File: config.mk
export PLATFORM = sky130hd
export DESIGN_NAME = hue_sequencer
export DESIGN_NICKNAME = d
export VERILOG_FILES = /design/src/rtl/hue_sequencer.sv
export SDC_FILE = /design/constraint.sdc
export NUM_CORES = 1
export LEC_CHECK = 0
export ABC_CLOCK_PERIOD_IN_PS = 2970
export BUFFER_PORTS_ARGS = -buffer_cell sky130_fd_sc_hd__clkbuf_2
export CORE_AREA = 2 2 87 68
export CTS_CLUSTER_SIZE = 8
export DETAILED_ROUTE_END_ITERATION = 7
export DIE_AREA = 0 0 89 70
export PLACE_DENSITY = 0.83
export SETUP_SLACK_MARGIN = 0.02
export SLEW_MARGIN = 10
export SYNTH_ARGS = -nofsm -noshare
export SYNTH_HDL_FRONTEND = slang
export SYNTH_SLANG_ARGS = --single-unit
File: constraint.sdc
create_clock -name clk -period 2.97 [get_ports clk]
set_clock_uncertainty 0.2 [all_clocks]
set_input_delay 0.891 -clock clk [delete_from_list [all_inputs] [get_ports clk]]
set_output_delay 0.891 -clock clk [all_outputs]
set_load 0.005 [all_outputs]
File: src/rtl/hue_sequencer.sv
// Colour-wheel sequencer: sweeps three PWM duty values around six hue sectors,
// one ramp step every TICKS_PER_STEP enabled clocks.
module hue_sequencer #(
  parameter int TICKS_PER_STEP = 120000,
  parameter int DUTY_MAX       = 100
) (
  input  logic       clk,
  input  logic       rst_n,
  input  logic       en,
  input  logic       dir,
  input  logic       restart,
  output logic [6:0] duty_r,
  output logic [6:0] duty_g,
  output logic [6:0] duty_b,
  output logic [2:0] sector,
  output logic       step,
  output logic       wrap
);

  localparam logic [31:0] TICK_LAST = 32'(TICKS_PER_STEP - 1);
  localparam logic [6:0]  RAMP_LAST = 7'(DUTY_MAX - 1);
  localparam logic [6:0]  FULL      = 7'(DUTY_MAX);

  logic [31:0] r_cnt;
  logic [6:0]  r_ramp;
  logic [2:0]  r_sector;
  logic        r_step;
  logic        r_wrap;

  logic [31:0] w_cnt_nxt;
  logic [6:0]  w_ramp_nxt;
  logic [2:0]  w_sector_nxt;
  logic        w_step_nxt;
  logic        w_wrap_nxt;

  always_ff @(posedge clk or negedge rst_n) begin
    if (!rst_n) begin
      r_cnt    <= '0;
      r_ramp   <= '0;
      r_sector <= '0;
      r_step   <= 1'b0;
      r_wrap   <= 1'b0;
    end else begin
      r_cnt    <= w_cnt_nxt;
      r_ramp   <= w_ramp_nxt;
      r_sector <= w_sector_nxt;
      r_step   <= w_step_nxt;
      r_wrap   <= w_wrap_nxt;
    end
  end

  // Priority: restart, then freeze on en=0, then run.
  always_comb begin
    w_cnt_nxt    = r_cnt;
    w_ramp_nxt   = r_ramp;
    w_sector_nxt = r_sector;
    w_step_nxt   = 1'b0;
    w_wrap_nxt   = 1'b0;
    if (restart) begin
      w_cnt_nxt    = '0;
      w_ramp_nxt   = '0;
      w_sector_nxt = '0;
    end else if (en) begin
      if (r_cnt < TICK_LAST) begin
        w_cnt_nxt = r_cnt + 32'd1;
      end else begin
        w_cnt_nxt  = '0;
        w_step_nxt = 1'b1;
        if (r_sector > 3'd5) begin
          // Corrupt sector is repaired at the first step.
          w_sector_nxt = '0;
          w_ramp_nxt   = '0;
        end else if (!dir) begin
          if (r_ramp < RAMP_LAST) begin
            w_ramp_nxt = r_ramp + 7'd1;
          end else begin
            w_ramp_nxt = '0;
            if (r_sector == 3'd5) begin
              w_sector_nxt = '0;
              w_wrap_nxt   = 1'b1;
            end else begin
              w_sector_nxt = r_sector + 3'd1;
            end
          end
        end else begin
          if (r_ramp != 7'd0) begin
            w_ramp_nxt = r_ramp - 7'd1;
          end else begin
            w_ramp_nxt = RAMP_LAST;
            if (r_sector == 3'd0) begin
              w_sector_nxt = 3'd5;
              w_wrap_nxt   = 1'b1;
            end else begin
              w_sector_nxt = r_sector - 3'd1;
            end
          end
        end
      end
    end
  end

  logic [6:0] w_up;
  logic [6:0] w_dn;

  assign w_up = r_ramp;
  assign w_dn = FULL - r_ramp;

  always_comb begin
    duty_r = FULL;
    duty_g = w_up;
    duty_b = '0;
    case (r_sector)
      3'd1: begin duty_r = w_dn; duty_g = FULL; duty_b = '0;   end
      3'd2: begin duty_r = '0;   duty_g = FULL; duty_b = w_up; end
      3'd3: begin duty_r = '0;   duty_g = w_dn; duty_b = FULL; end
      3'd4: begin duty_r = w_up; duty_g = '0;   duty_b = FULL; end
      3'd5: begin duty_r = FULL; duty_g = '0;   duty_b = w_dn; end
      default: begin duty_r = FULL; duty_g = w_up; duty_b = '0; end
    endcase
  end

  assign sector = (r_sector > 3'd5) ? 3'd0 : r_sector;
  assign step   = r_step;
  assign wrap   = r_wrap;

endmodule
# Yosys cells after proc, flatten, opt, wreduce, memory -nomap -nowiden

Index checks and enable logic that the tools add are counted.

Flip-flop bits (word level): 44
Bits of input ports: 5
Output and inout port bits: 26
Logic and storage cells: 66

Add/sub/neg operators: 6
Order comparisons: 3
Equal/unequal tests: 8
Mux-type cells: 35
Reduce and logical (&&, ||, !) cells: 9

Operators with widths:

| kind                    | number |
|---|---|
| $mux W32                | 3 |
| $pmux W7 S3             | 3 |
| $mux W7                 | 7 |
| $add A32 B1 Y32 const B | 1 |
| $lt A32 B17 Y1 const B  | 1 |
| $mux W3                 | 10 |
| $mux W1                 | 12 |
| $ne A4 B3 Y1 const B    | 2 |
| $reduce_or A2 Y1        | 4 |
| $add A7 B1 Y7 const B   | 1 |
| $lt A7 B7 Y1 const B    | 1 |
| $reduce_bool A7 Y1      | 1 |
| $sub A7 B1 Y7 const B   | 1 |
| $sub A7 B7 Y7 const A   | 1 |
| $eq A3 B2 Y1 const B    | 2 |
| $eq A3 B3 Y1 const B    | 2 |
| $reduce_and A4 Y1       | 1 |
| $add A3 B1 Y3 const B   | 1 |
| $eq A3 B1 Y1 const B    | 1 |
| $gt A3 B3 Y1 const B    | 1 |
| $logic_not A3 Y1        | 1 |
| $sub A3 B1 Y3 const B   | 1 |
| $ne A2 B2 Y1 const B    | 1 |
| $reduce_and A2 Y1       | 1 |
| $reduce_bool A2 Y1      | 1 |

# Longest topological paths before layout

Word-level depth: 8
Depth in mapped cells: 9
Depth with buffers taken out: 7

# Worst setup path before layout

No wires, ideal clock.

Kind: register -> output
Start: reg r_sector[1]
End: out duty_g[2]
Data arrival time: 1742 ps
Required time: 1879 ps
Slack: 137 ps
Stages on the path, launching flop included: 9
Buffers on the path: 2
Cell sequence: dfrtp_1 clkbuf_1 inv_1 nor2_1 ha_1 clkbuf_1 nand2_1 a31oi_1 o21ai_0

Word-level cells in the longest chain between the ends: 3
Elaborated cells on any way between the ends: 8
Classes of those cells: eq/ne (5); mux (1); reduce/logical (2)

Ends and longest elaborated chain:

| element                              | RTL line | text |
|---|---|---|
| from (decl)                          | 26       | `logic [2:0] r_sector;` |
| from (signal assigned)               | 46       | `r_sector <= w_sector_nxt;` |
| $eq A3 B3 Y1 (tied with other cells) | 112      | `case (r_sector)` |
| $reduce_or A2 Y1 (no line)           | n/a      |  |
| $pmux W7 S3 (*)                      | 112      |  |
| to (decl)                            | 13       | `output logic [6:0] duty_g,` |

Mark *: on every way between the ends. The rest lies on a longest branch, timed or not.

# Final worst setup path

Start: reg r_ramp[1]
End: out duty_r[5]

Word-level cells in the longest chain between the ends: 2

Ends and longest elaborated chain:

| element                | RTL line | text |
|---|---|---|
| from (decl)            | 25       | `logic [6:0] r_ramp;` |
| from (signal assigned) | 45       | `r_ramp <= w_ramp_nxt;` |
| $sub A7 B7 Y7          | 106      | `assign w_dn = FULL - r_ramp;` |
| $pmux W7 S3            | 112      |  |
| to (decl)              | 12       | `output logic [6:0] duty_r,` |

No other way between the ends.

==> impl_metrics.ini <==
[cts]
clock_sinks = 44
cts-htree-levels = 2
numCtsBuffers = 5
insertion_delay_ps = 290
clk_pin_slew_ps = 90
clock_path_buffers = 2
clockRootBuffer = clkbuf_8
cts_tree = built
postCtsHoldBufs = 0

[placement]
port_buffers = 30
dp_hpwl_um = 5270
gp_congestion = 0.945
preCtsSetupSlack_ps = 136
placed_cells = 484

[synth]
synth_seq_area_share_pct = 35.1
syn_nets = 394
synth.distinct_cells = 56
synth-seq-cells = 44
async_reset_ff_share_pct = 100
synthFlopType = dfrtp_1
ys_warn_count = 0
syn_inst = 382
netlist_area_um2 = 3130
synth_area_per_cell_um2 = 8.20
synth_edf_count = 0

[final_layout]
antenna_cells = 0
layout.cells.non_filler = 493
syn2layout_area_growth_pct = 14.0
regArea_um2 = 1100
nets = 426
multi_input_area_um2 = 1920
fillCellCount = 470
drive_above_1_share_pct = 19.8

[timing]
holdWs_ps = 220
finalCriticalPeriod_ps = 2920
worst_slew_pin_slew_ps = 785
relSlewSlack_pct = 47.5
setup_viol_count_final = 0
max_freq_mhz = 343
period_share_pct = 98.2
finalHoldViolCount = 0
grt_setup_unrepaired = yes
slew_violations = 0
layout_setup_ws_ps = 52.2

[route]
vias = 2932
first_pass_iters = 5
wl_per_cell_um = 15.0
drcViolationCount = 0
route.antenna.remaining_nets = 0
dr.first_iter.drc_count = 345
via_per_inst = 5.95
wl_um = 7410

[floorplanning]
rows = 24
initial_core_util_pct = 56.7
die_w_um = 89
num_io_pins = 31
core_area_um2 = 5530
dieArea_um2 = 6230
die_y_um = 70

[worst_setup_path]
critical_path_arrival_ps = 1830
crit_path_end_kind = primary output
critPathMaxFanout = 9
required_ps = 1880
crit_type = flop to primary output
startpoint_type = flop

[power_and_ir_drop]
irDropWorstVdd_mv = 0.239
p_per_area_nw_per_um2 = 608
p_leak_nw = 1.53

[grt]
grt_pass1_wl_um = 12400
grt_use_total_pct = 24.6
grt.overflow.total = 0
antenna_found_initial = 0
grt_pass1_vias = 2676
grt_max_degree = 38

[min_path]
hold_class = input port to async pin

[run]
max_cap_viol_count = 0

[run_status]
outcome = complete, no violations
## cells in the mapped netlist (4+ instances only)
| master | n | area, µm² |
|---|---|---|
| nor2_1 | 65 | 244 |
| dfrtp_1 | 44 | 1100 |
| nand2_1 | 27 | 101 |
| nand4_1 | 19 | 119 |
| o21ai_0 | 18 | 90.1 |
| xor2_1 | 18 | 158 |
| xnor2_1 | 16 | 140 |
| clkbuf_1 | 15 | 56.3 |
| a21oi_1 | 14 | 70.1 |
| inv_1 | 14 | 52.6 |
| nor3_1 | 12 | 60.1 |
| nand3_1 | 11 | 55.1 |
| and3_1 | 7 | 43.8 |
| ha_1 | 7 | 87.6 |
| nor4_1 | 7 | 43.8 |
| nand2b_1 | 6 | 37.5 |
| o31ai_1 | 6 | 45.0 |
| o21a_1 | 5 | 37.5 |
| o22ai_1 | 5 | 31.3 |
| a22oi_1 | 4 | 30.0 |
| a32oi_1 | 4 | 35.0 |
## critical path: stages (launching register included)
cell and delay [ps]:
dfrtp_1 400, buf_4 180, o21ai_2 170, nand2_1 120
xnor2_2 270, a22oi_1 100, o22ai_1 160, clkbuf_2 130
## layout by cell type, fill, tap and decap left out, types with 3 or more instances in the layout
cell and count:
xor2_1 18, ha_1 4, clkbuf_8 5, a32oi_1 4, o22ai_1 5, nand4_1 19, o21a_1 5, and2_1 3
nor4_1 7, dfrtp_1 43, a211o_1 3, nor3_1 11, xnor2_1 14, inv_1 10, o32ai_1 3, inv_2 4
nor2_1 63, clkbuf_2 29, o31ai_1 5, nand3_1 11, a22oi_1 4, nand2_1 27, nand2b_1 6, a21oi_1 14
and4_1 3, buf_4 18, o21ai_0 16, and3_1 7, nor2_2 3
## cell families (layout without fill, tap and decap cells)
logic type	Yosys count	count (layout)	share of synthesized area (%)
compound gates	80	80	17.8
xor+xnor	34	34	9.50
fa+ha+maj	7	7	2.79
buf+inv	38	71	5.63
flops	44	44	35.1
mux	5	5	1.84
simple gates	174	174	27.3
## cell type report
class                           instances  share of cell area [%]
Clock buffer                            5                    1.93
Timing Repair Buffer                   48                    7.99
Inverter                               15                    1.58
Tap cell                               78                    2.73
Clock inverter                          3                    1.19
Sequential cell                        44                    30.9
Multi-Input combinational cell        300                    53.7
## routing by layer
metal / part of all wire (%) / global-route usage [%] / routed length [µm] / vias to the layer above
li1: - / - / - / 1431
met1: 50 / 39.9 / 3710 / 1380
met2: 43 / 34.2 / 3220 / 109
met3: 5.6 / 4.37 / 417 / 12
met4: 0.78 / 4.31 / 58 / 0
met5: 0 / 0 / 0 / -
## worst paths after layout
check,slack (ps),depth (start not counted),end,startpoint
setup / recovery,50,7,duty_r[5],r_ramp[1]
hold / removal,220,1,r_cnt[18],rst_n
setup reg to reg,260,6,r_sector[1],r_ramp[4]
hold reg to reg,320,1,r_cnt[29],r_cnt[29]
max in group asynchronous,1620,2,r_ramp[0],rst_n
min in group clk,320,1,r_cnt[29],r_cnt[29]
## report_power, final
part           switching (W)  internal [W]  leakage [nW]
sequential         0.0000850      0.000641         0.606
combinational       0.000564      0.000432         0.870
clock               0.000200      0.000249        0.0541
total               0.000849       0.00132          1.53
## registers in the layout (all words and copies together), names as in the netlist
name,count
wrap,1
step,1
r_sector,3
r_ramp,7
r_cnt,32
## timing repair
item | in CTS | in global routing
gates resized for setup | 3 | 18
hold endpoints to repair | 0 | 0
pin swaps | 0 | 7
buffers inserted | 1 | 0
endpoints found under the setup margin | 5 | 13
## through the flow
step	utilization (%)	area [µm²]	setup TNS (ps)	total power, W
6_report	64.7	3570	0	0.00217
3_5_place_dp	61.3	3390	0	0.00160
5_1_grt	64.7	3570	-38.1	0.00229
4_1_cts	63.7	3520	0	0.00207
2_1_floorplan	-	3130	0	0.00131
3_3_place_gp	61.3	3390	0	0.00158
(Power assumes the default switching activity.)
